$ cat src/rtl/blocks_controller_pkg.sv
// Shared constants and types for the block field: mask width, controller states
// and the all-destroyed mask shared with the renderer and collision logic.
package blocks_controller_pkg;

   localparam int N_BLOCKS = 16;
   localparam int IDX_W    = 4;

   typedef enum logic [1:0] {
      IDLE  = 2'd0,
      PLAY  = 2'd1,
      CLEAR = 2'd2
   } state_t;

   localparam logic [N_BLOCKS-1:0] ALL_DESTROYED = '1;

endpackage

$ cat src/rtl/blocks_controller_if.sv
// Hit request/acknowledge bus between the two requesters and the blocks controller.
interface blocks_controller_if;
   import blocks_controller_pkg::*;

   logic [1:0]       hit_req;
   logic [IDX_W-1:0] hit_idx0;
   logic [IDX_W-1:0] hit_idx1;
   logic [1:0]       hit_ack;
   logic [1:0]       hit_valid;

   modport master (
      output hit_req, hit_idx0, hit_idx1,
      input  hit_ack, hit_valid
   );

   modport slave (
      input  hit_req, hit_idx0, hit_idx1,
      output hit_ack, hit_valid
   );

endinterface

$ cat src/rtl/blocks_controller_rr_arbiter2.sv
// Two-way round-robin arbiter: one grant per cycle, pointer moves only on contention.
module rr_arbiter2 (
   input  logic       clk,
   input  logic       reset,
   input  logic [1:0] req,
   input  logic [1:0] busy,
   output logic [1:0] grant
);

   logic [1:0] eligible;
   logic       ptr;

   assign eligible = req & ~busy;

   always_comb begin
      grant = 2'b00;
      unique case (eligible)
         2'b01:   grant = 2'b01;
         2'b10:   grant = 2'b10;
         2'b11:   grant = ptr ? 2'b10 : 2'b01;
         default: grant = 2'b00;
      endcase
   end

   // A lone requester wins without disturbing the pointer, so fairness only shifts on a real tie.
   always_ff @(posedge clk) begin
      if (reset) begin
         ptr <= 1'b0;
      end else if (&eligible) begin
         ptr <= ~ptr;
      end
   end

endmodule

$ cat src/rtl/blocks_controller.sv
// Owns the destroyed-block mask: arbitrates hits into a shadow mask, commits it to the
// visible mask on each vblank rising edge, and keeps score and level state.
module blocks_controller
   import blocks_controller_pkg::*;
#(
   parameter int SCORE_W = 16,
   parameter int POINTS  = 1
) (
   input  logic                pclk,
   input  logic                reset,
   input  logic                vblnk_in,
   input  logic                start,
   blocks_controller_if.slave  hit,
   output logic [N_BLOCKS-1:0] blocks_out,
   output logic [SCORE_W-1:0]  score,
   output logic                level_clear,
   output logic                playing
);

   state_t              state;
   logic [N_BLOCKS-1:0] shadow;
   logic                vblnk_d;
   logic [1:0]          grant;
   logic [IDX_W-1:0]    gnt_idx;
   logic                hit_fresh;
   logic                vblank_rise;
   logic [SCORE_W:0]    score_sum;
   logic [SCORE_W-1:0]  score_sat;

   rr_arbiter2 u_arb (
      .clk   (pclk),
      .reset (reset),
      .req   (hit.hit_req),
      .busy  (hit.hit_ack),
      .grant (grant)
   );

   assign gnt_idx     = grant[1] ? hit.hit_idx1 : hit.hit_idx0;
   assign hit_fresh   = (|grant) && (state == PLAY) && !shadow[gnt_idx];
   assign vblank_rise = vblnk_in & ~vblnk_d;
   assign score_sum   = {1'b0, score} + (SCORE_W+1)'(POINTS);
   assign score_sat   = score_sum[SCORE_W] ? '1 : score_sum[SCORE_W-1:0];

   // The commit copies the shadow as it stood before this cycle's hit, so a same-cycle hit waits a frame.
   always_ff @(posedge pclk) begin
      if (reset) begin
         state       <= IDLE;
         shadow      <= '0;
         blocks_out  <= '0;
         score       <= '0;
         hit.hit_ack <= 2'b00;
         hit.hit_valid <= 2'b00;
         level_clear <= 1'b0;
         playing     <= 1'b0;
         vblnk_d     <= 1'b0;
      end else begin
         vblnk_d       <= vblnk_in;
         hit.hit_ack   <= grant;
         hit.hit_valid <= hit_fresh ? grant : 2'b00;
         level_clear   <= 1'b0;

         unique case (state)
            IDLE: begin
               if (start) begin
                  state      <= PLAY;
                  playing    <= 1'b1;
                  score      <= '0;
                  shadow     <= '0;
                  blocks_out <= '0;
               end
            end
            PLAY: begin
               if (hit_fresh) begin
                  shadow[gnt_idx] <= 1'b1;
                  score           <= score_sat;
               end
               if (vblank_rise) begin
                  blocks_out <= shadow;
                  if (shadow == ALL_DESTROYED) begin
                     level_clear <= 1'b1;
                     state       <= CLEAR;
                     playing     <= 1'b0;
                  end
               end
            end
            CLEAR: begin
               if (start) begin
                  state      <= PLAY;
                  playing    <= 1'b1;
                  shadow     <= '0;
                  blocks_out <= '0;
               end
            end
            default: begin
               state   <= IDLE;
               playing <= 1'b0;
            end
         endcase
      end
   end

endmodule
$ cat src/flat_wrapper.sv
// flat-port wrapper written by rule: the top's interface ports become plain ports
module blocks_controller_flat import blocks_controller_pkg::*;
#(
   parameter int SCORE_W = 16,
   parameter int POINTS  = 1
)
  (pclk, reset, vblnk_in, start, blocks_out, score, level_clear, playing, hit_hit_req, hit_hit_idx0, hit_hit_idx1, hit_hit_ack, hit_hit_valid);
  blocks_controller_if hit_i ();
  input  logic pclk;
  input  logic reset;
  input  logic vblnk_in;
  input  logic start;
  output logic [N_BLOCKS-1:0] blocks_out;
  output logic [SCORE_W-1:0] score;
  output logic level_clear;
  output logic playing;
  input wire logic [$bits(hit_i.hit_req)-1:0] hit_hit_req;
  input wire logic [$bits(hit_i.hit_idx0)-1:0] hit_hit_idx0;
  input wire logic [$bits(hit_i.hit_idx1)-1:0] hit_hit_idx1;
  output wire logic [$bits(hit_i.hit_ack)-1:0] hit_hit_ack;
  output wire logic [$bits(hit_i.hit_valid)-1:0] hit_hit_valid;
  assign hit_i.hit_req = hit_hit_req;
  assign hit_i.hit_idx0 = hit_hit_idx0;
  assign hit_i.hit_idx1 = hit_hit_idx1;
  assign hit_hit_ack = hit_i.hit_ack;
  assign hit_hit_valid = hit_i.hit_valid;
  blocks_controller #(.SCORE_W(SCORE_W), .POINTS(POINTS)) u_core (.pclk(pclk), .reset(reset), .vblnk_in(vblnk_in), .start(start), .hit(hit_i), .blocks_out(blocks_out), .score(score), .level_clear(level_clear), .playing(playing));
endmodule
$ cat config.mk
export PLATFORM = sky130hd
export DESIGN_NAME = blocks_controller_flat
export DESIGN_NICKNAME = d
export VERILOG_FILES = /design/src/rtl/blocks_controller_pkg.sv /design/src/rtl/blocks_controller_if.sv /design/src/rtl/blocks_controller_rr_arbiter2.sv /design/src/rtl/blocks_controller.sv /design/src/flat_wrapper.sv
export SDC_FILE = /design/constraint.sdc
export NUM_CORES = 1
export LEC_CHECK = 0
export BUFFER_PORTS_ARGS = -buffer_cell sky130_fd_sc_hd__buf_2
export CORE_MARGIN = 8
export CORE_UTILIZATION = 55
export CTS_BUF_LIST = sky130_fd_sc_hd__clkbuf_4 sky130_fd_sc_hd__clkbuf_8 sky130_fd_sc_hd__clkbuf_16
export DETAILED_ROUTE_END_ITERATION = 8
export PLACE_DENSITY = 0.82
export SKIP_CTS_REPAIR_TIMING = 1
export SYNTH_ARGS = -nofsm -noshare
export SYNTH_HDL_FRONTEND = slang
export SYNTH_SLANG_ARGS = --single-unit
$ cat constraint.sdc
create_clock -name pclk -period 4.79 [get_ports pclk]
set_clock_uncertainty 0.15 [all_clocks]
set_input_delay 0.958 -clock pclk [delete_from_list [all_inputs] [get_ports pclk]]
set_output_delay 0.958 -clock pclk [all_outputs]
set_load 0.05 [all_outputs]
# Yosys cells after proc, flatten, opt, wreduce, memory -nomap -nowiden
# Index checks and enable logic that the tools add are counted.
# op_classes
addsub	1
magnitude_cmp	2
eq_ne	11
muxes	24
bitwise_logic	9
reduce_logical	16
# ops
op	n
$pmux 16 s2	3
$mux 16	5
$add 16x1->17 const B	1
$eq 16x16->1 const B	1
$or 16x16->16	1
$reduce_and 3->1	4
$mux 2	4
$eq 2x2->1 const B	3
$mux 1	6
$ne 2x1->1 const B	3
$pmux 2 s3	1
$reduce_or 2->1	3
$lt 4x5->1 const B	1
$not 1->1	5
$bmux 1 s4	1
$demux 1 s4	1
$eq 2x1->1 const B	2
$ge 4x1->1 const B	1
$mux 4	1
$ne 2x2->1 const B	2
$pmux 2 s2	1
$reduce_bool 2->1	2
$logic_and 1x1->1	3
$reduce_or 3->1	1
7 further kinds	7
# word_totals
regBits	58
out_inout_bits	38
elab_cells	73

# Longest topological paths before layout
# Gate-level depths: netlist of the first run.
# logic_depth
word_depth	12
ltp_mapped	11

# By module
# From an unflattened synthesis of the first run, not the netlist that was laid out.
# unflattened
hier_cells	348
area_unflattened_um2	2887.8
# modules_own_cells
mod	instances	cells_per_inst	area_per_inst_um2
blocks_controller	1	339	2803.9
rr_arbiter2	1	9	83.8

# Least setup slack after synthesis of the first run
# No wires, ideal clock.
# synth_path
kind	input to register
startpoint	input port hit_hit_req[0]
endpoint	register u_core.score[15]
arrival_time_ns	3.129
setup_slack_ns	1.439
path_stages	10
path_buffers	2
cell_sequence	nor3b_2 nor4b_1 o21ai_0 a41o_1 nor2b_4 and2_4 or3_1 buf_6 buf_12 a21oi_4
# synth_via
elab_chain_cells	10
# synth_lines
item	line_no	source
start, declared	flat_wrapper.sv:17	input wire logic [$bits(hit_i.hit_req)-1:0] hit_hit_req;
$and 2x2->2 (*)	blocks_controller_rr_arbiter2.sv:13	assign eligible = req & ~busy;
$eq 2x2->1 / $eq 2x1->1 (equally long branches)	blocks_controller_rr_arbiter2.sv:17	unique case (eligible)
$pmux 2 s3 (*)	blocks_controller_rr_arbiter2.sv:17	
$mux 4	blocks_controller.sv:38	assign gnt_idx = grant[1] ? hit.hit_idx1 : hit.hit_idx0;
$bmux 1 s4	blocks_controller.sv:39	assign hit_fresh = (|grant) && (state == PLAY) && !shadow[gnt_idx];
$mux 1 (not written as such)	blocks_controller.sv:39	
$logic_not 1->1	blocks_controller.sv:39	
$logic_and 1x1->1 (*)	blocks_controller.sv:39	
$ne 2x1->1 (no source line) (*)	--	
$reduce_and 3->1 (no source line) (*)	--	
end signal, assigned	blocks_controller.sv:75	score <= score_sat;
end, declared	blocks_controller.sv:15	output logic [SCORE_W-1:0] score,
# Mark *: on every way between the ends. The rest lies on a longest branch, timed or not. The select of a mux whose other input is x is not followed.
# A chain may end at the register's enable or synchronous reset.

# Worst setup path after layout of the first run
# layout_path
startpoint	input port hit_hit_req[0]
endpoint	register u_core.score[5]
# Same word-level chain as after synthesis.

==> key figures, run 1 <==
Status
  • Status: completed

Logic synthesis
  • Yosys warning count: 0
  • Syn Nets: 369
  • Yosys reg bits: 58
  • Main area contributors after synthesis: dfxtp_1, nand2_1, nand3_1
  • Synthesized instance count: around 350
  • Synth cell types: 50
  • Avg Synthesized Cell Area: 8.06 sq um
  • Top cell type's share of synthesized area: 40.7%
  • Main synth FF type: dfxtp_1
  • Seq/Total Area, Yosys: 40.7%
  • Area leader, netlist: dfxtp_1
  • Number of enable flip-flop cells after synthesis: 0
  • Cell Area, Synth: 2850 sq um
  • Post-synth ARST share: 0%

Placed design
  • Port-buffer cells: between 50 and 60
  • DP Wirelength: 5.10 mm
  • GPL Wtd Cong: around 0.94

STA
  • Final setup violation count: 0
  • Unrepaired setup endpoints after global routing: no
  • Final worst-path cycle share: 80.8%
  • Final hold violations: 0
  • Final min period: 3.87 ns
  • Slew Viols, Final: 0
  • Highest clock rate: between 0.2 and 0.3 GHz
  • Total negative slack: 0 ns
  • Max-Slew Margin vs Limit: 41.7%
  • Tightest Pin Transition: 0.866 ns

Power
  • PnR Total Power: between 1000 and 1500 uW
  • Static leakage: approximately 0.0013 uW
  • Power Dens Cells: around 330 nW/um^2
  • Worst vdd ir: 0.195 mV

Worst setup path
  • CP max stage delay: 0.69 ns
  • Startpoint type of the worst setup path: input pin
  • Setup CP Type: input pin to flop
  • CP delay by family, top: simple AND/OR/NAND/NOR gates
  • Crit path capture type: flop
  • Critical path required time: slightly below 5 ns
  • Crit path DAT: 3.90 ns
  • Worst path cell trace: buf_2, or3b_1, a21oi_1, o21a_1, or4_1, a221oi_2, and2_4, or3_1, o221ai_1
  • CP max-delay cell: or3_1
  • Crit path max fanout: 16
  • Buf+Inv Stages, Crit Path: 1

Detailed routing
  • Drt drc: 0
  • Pre-Repair DR Iteration Count: 7
  • Post-route ant nets: 0
  • Via count: 2712
  • Final WL: around 7.2 mm
  • Iteration-0 DRC Markers: 194
  • DR WL/cell: 15.1 microns
  • Vias/cell: between 5 and 6

Die
  • Io pins: 52
  • Core region area: slightly above 5000 sq um
  • DIE HEIGHT: 88.0 microns
  • Initial Utilization: 56.6%
  • Placement row count: 26
  • Die area: about 7700 sq um
  • Die width: 88.0 microns

Global route
  • Initial antenna violation count: 0
  • Tot GR Track Use: 19.5%
  • First-pass GRT wire length: 11.9 mm
  • Overflow after GRT: 0
  • Vias in the first global route: 2609
  • Largest net degree at the start of global routing: 29

Clock network
  • Clock Pin Slew Worst Setup and Hold Paths: 0.07 ns
  • Longest Clk Path Bufs: 2
  • Clk Latency, worst-skew pair: 0.33 ns
  • Clock H-tree levels: 3
  • CTS tree: done
  • CTS sink cnt: between 50 and 60
  • Inserted Clock Buffers: 9
  • Root Driver: clkbuf_8

Hold path
  • Hold crit path type: flop to flop

Final layout
  • Diodes inserted: 0
  • Most frequent cells in the layout: dfxtp_1, buf_2, nand2_1, nor2_1, nand3_1
  • Leading cell type in the layout, fill and taps excluded: dfxtp_1
  • Final nets: 414
  • Layout cells sized above 1: 22.3%
  • Area Overhead vs Synth: 16.4%

Job
  • MaxCap Viol Count: 0
-- path summary, 6_finish.rpt --
| kind | from | endpoint | slack, ns | cells past startpoint |
|---|---|---|---|---|
| max reg2reg | u_core.u_arb.ptr | u_core.score[5] | 1.30 | 8 |
| max | hit_hit_req[0] | u_core.score[5] | 0.92 | 9 |
| min reg2reg | u_core.blocks_out[4] | u_core.blocks_out[4] | 0.31 | 2 |
| min | u_core.blocks_out[4] | u_core.blocks_out[4] | 0.31 | 2 |
-- synth_stat cells, types with 4 or more instances --
cell type,count
o31ai_1,7
nand4_1,6
inv_1,15
a22o_1,4
and3_1,6
nand2b_1,8
and2_1,4
o21ai_0,24
nand2_1,41
or2_2,5
o221ai_1,5
nand3_1,26
o21ai_2,7
a21oi_1,25
dfxtp_1,58
nor2_1,34
a31oi_1,6
o21ai_1,4
clkbuf_1,9
o21a_1,8
nor2b_1,5
nor3_1,6
-- registers in the layout, indices dropped and copies added, names as in the netlist --
| register | cells |
|---|---|
| u_core.shadow | 16 |
| u_core.state | 2 |
| u_core.playing | 1 |
| u_core.hit.hit_ack | 2 |
| u_core.hit.hit_valid | 2 |
| u_core.u_arb.ptr | 1 |
| u_core.blocks_out | 16 |
| u_core.vblnk_d | 1 |
| u_core.score | 16 |
| u_core.level_clear | 1 |
-- per-layer routing --
metal | up-vias | global-route usage, % | wire length [microns]
met3 | 15 | 4.22 | 468
met1 | 1243 | 24.5 | 3220
met5 | - | 0 | 0
li1 | 1352 | - | -
met4 | 0 | 9.98 | 123
met2 | 102 | 30.7 | 3370
-- worst reg2reg max path, cell delays in order, from the launching register on --
cell and delay (ns):
dfxtp_1 0.34, nor3b_2 0.36, nor3_1 0.20, o21a_1 0.22, or4_1 0.55, a221oi_2 0.36, and2_4 0.25, or3_1 0.69
o221ai_1 0.23
-- per-stage QoR --
step                      hold WS (ns)  setup slack [ns]  cells  util, %  instance area [sq um]
after global placement           0.302             0.655    458     61.4                   3100
after global routing             0.334             0.655    474     65.8                   3320
final                            0.314             0.920    474     65.8                   3320
after detailed placement         0.306             0.599    458     61.4                   3100
after floorplan                  0.304              1.44    354        -                   2850
after CTS                        0.314             0.922    474     65.8                   3320
-- cells by family after synthesis --
logic type	count (synthesis)	share of synthesized area, %
simple gates	159	28.5
compound gates	103	24.6
flops	58	40.7
buf+inv	33	5.70
fa+ha+maj	1	0.439
-- power by group --
group	internal, uW	switching, uW	leakage [uW]	total [uW]
Combinational	25.6	64.3	0.000753	89.9
Sequential	487	4.93	0.000469	492
Clock	299	200	0.000102	499
Total	812	269	0.00132	1080
-- layout make-up --
cell class              count  area [sq um]
clock buffers              10           131
clock inverters             6          91.3
fillers                   425          1720
inverters                  15          56.3
multi-input cells         263          1530
flip-flops and latches     58          1160
well taps                  70          87.6
repair buffers             52           263
Note: power is estimated with default switching activity, not from simulation.
==> run 2: changes to the inputs <==
==> constraint.sdc (replaced) <==
create_clock -name pclk -period 3.79 [get_ports pclk]
set_clock_uncertainty 0.15 [all_clocks]
set_input_delay 0.758 -clock pclk [delete_from_list [all_inputs] [get_ports pclk]]
set_output_delay 0.758 -clock pclk [all_outputs]
set_load 0.05 [all_outputs]
==> run 2 against run 1 <==
- register-to-register slack worse by 0.71 ns
- first-iteration DRC count is 10% higher
- via count is 1.4% higher
- power is 35% higher
- largest power group unchanged
- global-route usage is 0.44 points lower
- sequential share of layout area is 0.53 points lower
- die area stayed put
- non-clock buffer count is 3 higher
- worst setup slack worse by 0.55 ns
- sequential cell count stayed put
==> key figures, run 2 (synthesis results as in run 1) <==
Status
  • Status: completed

Worst setup path
  • Critical path required time: 3.85 ns
  • Reg-to-Reg Start: u_core.hit.hit_ack[1]
  • Crit path DAT: ~3.5 ns
  • Reg2reg setup slack: 0.59 ns
  • Cells on worst reg2reg path: 9
  • Setup CP Type: input pin to flop
  • Worst r2r dst: u_core.score[6]
  • Crit path capture type: flop
  • Crit path max fanout: 16
  • Startpoint type of the worst setup path: input pin

Hold path
  • Hold crit path type: flop to flop
  • Worst hold path endpoint: u_core.blocks_out[6]
  • Hold path depth: 2
  • Hold Crit Start: u_core.blocks_out[6]

Die
  • Die width: between 80 and 90 microns
  • Initial Utilization: 56.6%
  • Io pins: 52
  • Die area: 7750 sq um
  • DIE HEIGHT: 88.0 microns
  • Core region area: 5040 sq um
  • Placement row count: 26

Clock network
  • CTS tree: done
  • Longest Clk Path Bufs: 2
  • Inserted Clock Buffers: 9
  • CTS sink cnt: 58
  • Clock H-tree levels: 3
  • Root Driver: clkbuf_8
  • Clock Pin Slew Worst Setup and Hold Paths: 0.07 ns
  • Clk Latency, worst-skew pair: approximately 0.35 ns

Detailed routing
  • Pre-Repair DR Iteration Count: 5
  • Vias/cell: 5.77
  • Via count: 2751
  • Final WL: roughly 7 mm
  • DR WL/cell: 14.9 microns
  • Post-route ant nets: 0
  • Drt drc: 0
  • Iteration-0 DRC Markers: 214

STA
  • Final WS setup: 0.374 ns
  • Final min period: 3.42 ns
  • Max-Slew Margin vs Limit: between 40% and 50%
  • Unrepaired setup endpoints after global routing: no
  • Highest clock rate: 0.293 GHz
  • Final hold violations: 0
  • Slew Viols, Final: 0
  • Tightest Pin Transition: between 0.8 and 0.9 ns
  • Total negative slack: 0 ns
  • Final worst-path cycle share: 90.1%
  • Final setup violation count: 0

Placed design
  • Pre-CTS setup slack: 0.0716 ns
  • GPL Wtd Cong: 0.951
  • DP Wirelength: 5.03 mm
  • Port-buffer cells: 51
  • Area after DPL: between 3000 and 4000 sq um

Power
  • Static leakage: 0.00137 uW
  • Power Dens Cells: 434 nW/um^2
  • Worst vdd ir: between 0.2 and 0.25 mV

Global route
  • Initial antenna violation count: 0
  • Largest net degree at the start of global routing: 29
  • First-pass GRT wire length: roughly 12 mm
  • Tot GR Track Use: 19.1%
  • Vias in the first global route: between 2000 and 3000
  • Overflow after GRT: 0

Job
  • MaxCap Viol Count: 0

Final layout
  • Diodes inserted: 0
  • Final nets: about 420
  • Most frequent cells in the layout: dfxtp_1, buf_2, nand2_1, nor2_1, nand3_1
  • Area Overhead vs Synth: 18.2%
  • Biggest registers after layout: u_core.blocks_out: 16 flops, u_core.score: 16 flops, u_core.shadow: 16 flops
  • Util after Layout: 66.8%
  • Multi-input logic area: 1530 sq um
  • Post-route cell area: 3370 sq um
  • Fill cells: 423
  • Register area: 1160 sq um
  • Leading cell type in the layout, fill and taps excluded: dfxtp_1
  • Layout cells sized above 1: between 20% and 30%
==> run 2: cell types whose count changed in the layout (fill, tap and decap cells not counted) <==
cell        before  now
clkinvlp_4       3    0
clkbuf_8         9   11
buf_4            1    4
clkinv_4         1    0
clkbuf_4         1    0
bufinv_16        2    3
clkinv_2         0    2
==> run 2: stage by stage <==
stage | hold slack [ns] | instances | power (uW)
floorplan | 0.304 | 354 | 725
global placement | 0.302 | 461 | 748
detailed placement | 0.305 | 461 | 749
CTS | 0.314 | 477 | 1470
global route | 0.341 | 477 | 1520
finish | 0.313 | 477 | 1460
==> run 2: final cells by class <==
cell class,instances,area share [%]
inverter,15,1.67
multi-input combinational,263,45.4
sequential,58,34.4
clock buffer,11,4.49
tap,70,2.60
clock inverter,5,2.97
timing repair buffer,55,8.46
==> run 2: worst max path at each step <==
stage                             endpoint  slack (ns)            from
after floorplan           u_core.score[15]        0.64  hit_hit_req[0]
after global placement     u_core.score[9]        0.18  hit_hit_req[1]
after detailed placement   u_core.score[6]        0.07  hit_hit_req[1]
after CTS                  u_core.score[6]        0.41  hit_hit_req[1]
after global routing       u_core.score[5]        0.22  hit_hit_req[1]
final                      u_core.score[6]        0.37  hit_hit_req[1]
==> run 2: critical path, stage by stage <==
cell,delay (ns)
buf_2,0.10
nor2b_1,0.41
a21oi_1,0.26
o21a_1,0.23
or4_1,0.53
a221oi_2,0.40
and2_4,0.25
or3_1,0.10
buf_4,0.27
o221ai_1,0.15
==> run 2: report_power, final <==
| group | leakage, uW | internal, uW | switching, uW |
|---|---|---|---|
| registers | 0.000469 | 616 | 6.22 |
| clock network | 0.000129 | 470 | 254 |
| logic | 0.000768 | 34.1 | 82.1 |
==> run 2: metal layers <==
layer / track usage, % / vias to the layer above / routed length (microns) / share of wire (%)
li1: - / 1359 / - / -
met1: 24.8 / 1274 / 3220 / 45
met2: 28.9 / 105 / 3250 / 46
met3: 4.88 / 13 / 507 / 7.2
met4: 8.60 / 0 / 110 / 1.6
met5: 0 / - / 0 / 0
==> run 3: changes to the inputs <==
==> constraint.sdc (replaced) <==
create_clock -name pclk -period 3.45 [get_ports pclk]
set_clock_uncertainty 0.15 [all_clocks]
set_input_delay 0.69 -clock pclk [delete_from_list [all_inputs] [get_ports pclk]]
set_output_delay 0.69 -clock pclk [all_outputs]
set_load 0.05 [all_outputs]
==> run 3 against run 2 <==
- final cell count grew 1.5%
- largest cell class unchanged
- non-clock buffer count rose by 7
- wire length fell by 1.7%
- sequential share of layout area fell by 0.55 points
- die area stayed put
- clock power is 4.6% higher
- critical path depth is the same
- via count about the same
- worst setup slack got worse by 0.12 ns
==> key figures, run 3 (synthesis results as in run 1) <==
Hold path
  • Hold crit path type: flop to flop

STA
  • Unrepaired setup endpoints after global routing: no
  • Tightest Pin Transition: roughly 0.93 ns
  • Slew Viols, Final: 0
  • Final hold violations: 0
  • Final min period: 3.19 ns
  • Max-Slew Margin vs Limit: a little under two fifths
  • Final worst-path cycle share: 92.5%
  • Total negative slack: 0 ns
  • Final setup violation count: 0
  • Highest clock rate: about 0.31 GHz

Final layout
  • Area Overhead vs Synth: 20.1%
  • Final nets: ~420
  • Layout cells sized above 1: between 20% and 30%
  • Most frequent cells in the layout: dfxtp_1, buf_2, nand2_1, nor2_1, nand3_1
  • Leading cell type in the layout, fill and taps excluded: dfxtp_1
  • Biggest registers after layout: u_core.blocks_out: 16 flops, u_core.score: 16 flops, u_core.shadow: 16 flops
  • Non-Filler Instances: 484
  • Diodes inserted: 0

Clock network
  • Clk Latency, worst-skew pair: 0.33 ns
  • Clock Pin Slew Worst Setup and Hold Paths: 0.07 ns
  • CTS tree: done
  • Inserted Clock Buffers: 9
  • Root Driver: clkbuf_8
  • Longest Clk Path Bufs: 2
  • Clock H-tree levels: 3
  • CTS sink cnt: 58

Die
  • Io pins: 52
  • Die width: 88.0 microns
  • Initial Utilization: 56.6%
  • Placement row count: 26
  • Core region area: 5040 sq um
  • Die area: slightly below 8000 sq um
  • DIE HEIGHT: roughly 90 microns

Power
  • P_int: 1200 uW
  • Flop pwr share: 43.4%
  • Sw Ratio: 23.9%
  • Worst vdd ir: 0.245 mV
  • Clock network power share: 48.1%
  • Static leakage: between 0.001 and 0.0015 uW
  • Power Dens Cells: 459 nW/um^2
  • Logic pwr share: ~8.4%
  • NetSw: 376 uW

Worst setup path
  • CP max stage delay: slightly above 0.7 ns
  • Startpoint type of the worst setup path: input pin
  • CP max-delay cell: nor4_1
  • Crit path capture type: flop
  • Worst path cell trace: buf_2, nor3b_2, nor4_1, o21ai_0, a41oi_1, a221oi_2, and2_4, or3_1, buf_12, o221ai_1
  • Setup CP Type: input pin to flop
  • Crit path max fanout: 16
  • Critical path required time: approximately 3.6 ns
  • Crit path DAT: 3.29 ns

Detailed routing
  • Via count: around 2800
  • Post-route ant nets: 0
  • Iteration-0 DRC Markers: between 200 and 300
  • Final WL: 6.97 mm
  • DR WL/cell: 14.4 microns
  • Drt drc: 0
  • Pre-Repair DR Iteration Count: 5
  • Vias/cell: between 5 and 6

Global route
  • Vias in the first global route: 2503
  • First-pass GRT wire length: around 11 mm
  • Initial antenna violation count: 0
  • Overflow after GRT: 0
  • Tot GR Track Use: 18.5%
  • Largest net degree at the start of global routing: 29

Status
  • Status: completed

Placed design
  • Port-buffer cells: 51
  • Placed Cells incl. Taps: approximately 470
  • DP Wirelength: 5.14 mm
  • GPL Wtd Cong: 0.918

Job
  • MaxCap Viol Count: 0
[run 3: changes by cell type in the layout (fill, tap and decap cells not counted)]
cell        previous run  this run
buf_12                 0         1
buf_4                  4        10
clkbuf_8              11         9
clkinv_2               2         1
clkinvlp_4             0         3
[run 3: area by class of cell]
| cell class | count | area [sq um] |
|---|---|---|
| Fill cell | 421 | 1620 |
| Clock inverter | 7 | 118 |
| Clock buffer | 9 | 124 |
| Tap cell | 70 | 87.6 |
| Sequential cell | 58 | 1160 |
| Timing Repair Buffer | 62 | 350 |
| Inverter | 15 | 56.3 |
| Multi-Input combinational cell | 263 | 1530 |
[run 3: final timing paths]
check                           depth (start not counted)                  start  slack, ns                    to
worst max-delay path                                   10         hit_hit_req[0]       0.26       u_core.score[5]
worst min-delay path                                    2   u_core.blocks_out[8]       0.31  u_core.blocks_out[8]
worst max register to register                          9  u_core.hit.hit_ack[1]       0.36       u_core.score[5]
worst min register to register                          2   u_core.blocks_out[8]       0.31  u_core.blocks_out[8]
[run 3: worst max-delay path, delay by kind of cell]
| kind | cells | cell delay [ns] |
|---|---|---|
| compound gates | 4 | 0.83 |
| buf+inv | 2 | 0.29 |
| simple gates | 4 | 1.47 |
[run 3: stage by stage]
| step | total power (uW) | util, % | area [sq um] | setup WS (ns) | hold slack (ns) |
|---|---|---|---|---|---|
| floorplan | 797 | - | 2850 | 0.367 | 0.304 |
| global placement | 828 | 63.2 | 3180 | 0.0507 | 0.302 |
| detailed placement | 830 | 63.2 | 3180 | 0.0453 | 0.306 |
| CTS | 1580 | 67.9 | 3430 | 0.371 | 0.315 |
| global route | 1630 | 67.9 | 3430 | 0.144 | 0.333 |
| finish | 1570 | 67.9 | 3430 | 0.258 | 0.314 |
[run 3: routing by layer]
metal / vias up / GRT usage, % / wire length [microns]
met1: 1268 / 22.8 / 3080
met4: 0 / 7.37 / 108
met3: 11 / 5.07 / 563
met2: 100 / 29.7 / 3210
li1: 1374 / - / -
met5: - / 0 / 0
[run 3: power groups by stage]
| stage | Combinational, uW | Clock, uW | Sequential (uW) |
|---|---|---|---|
| 3_3_place_gp | 130 | 0 | 698 |
| 6_report | 133 | 757 | 683 |
| 4_1_cts | 132 | 765 | 683 |
| 2_1_floorplan | 88.7 | 0 | 708 |
| 5_1_grt | 144 | 798 | 683 |
| 3_5_place_dp | 132 | 0 | 698 |
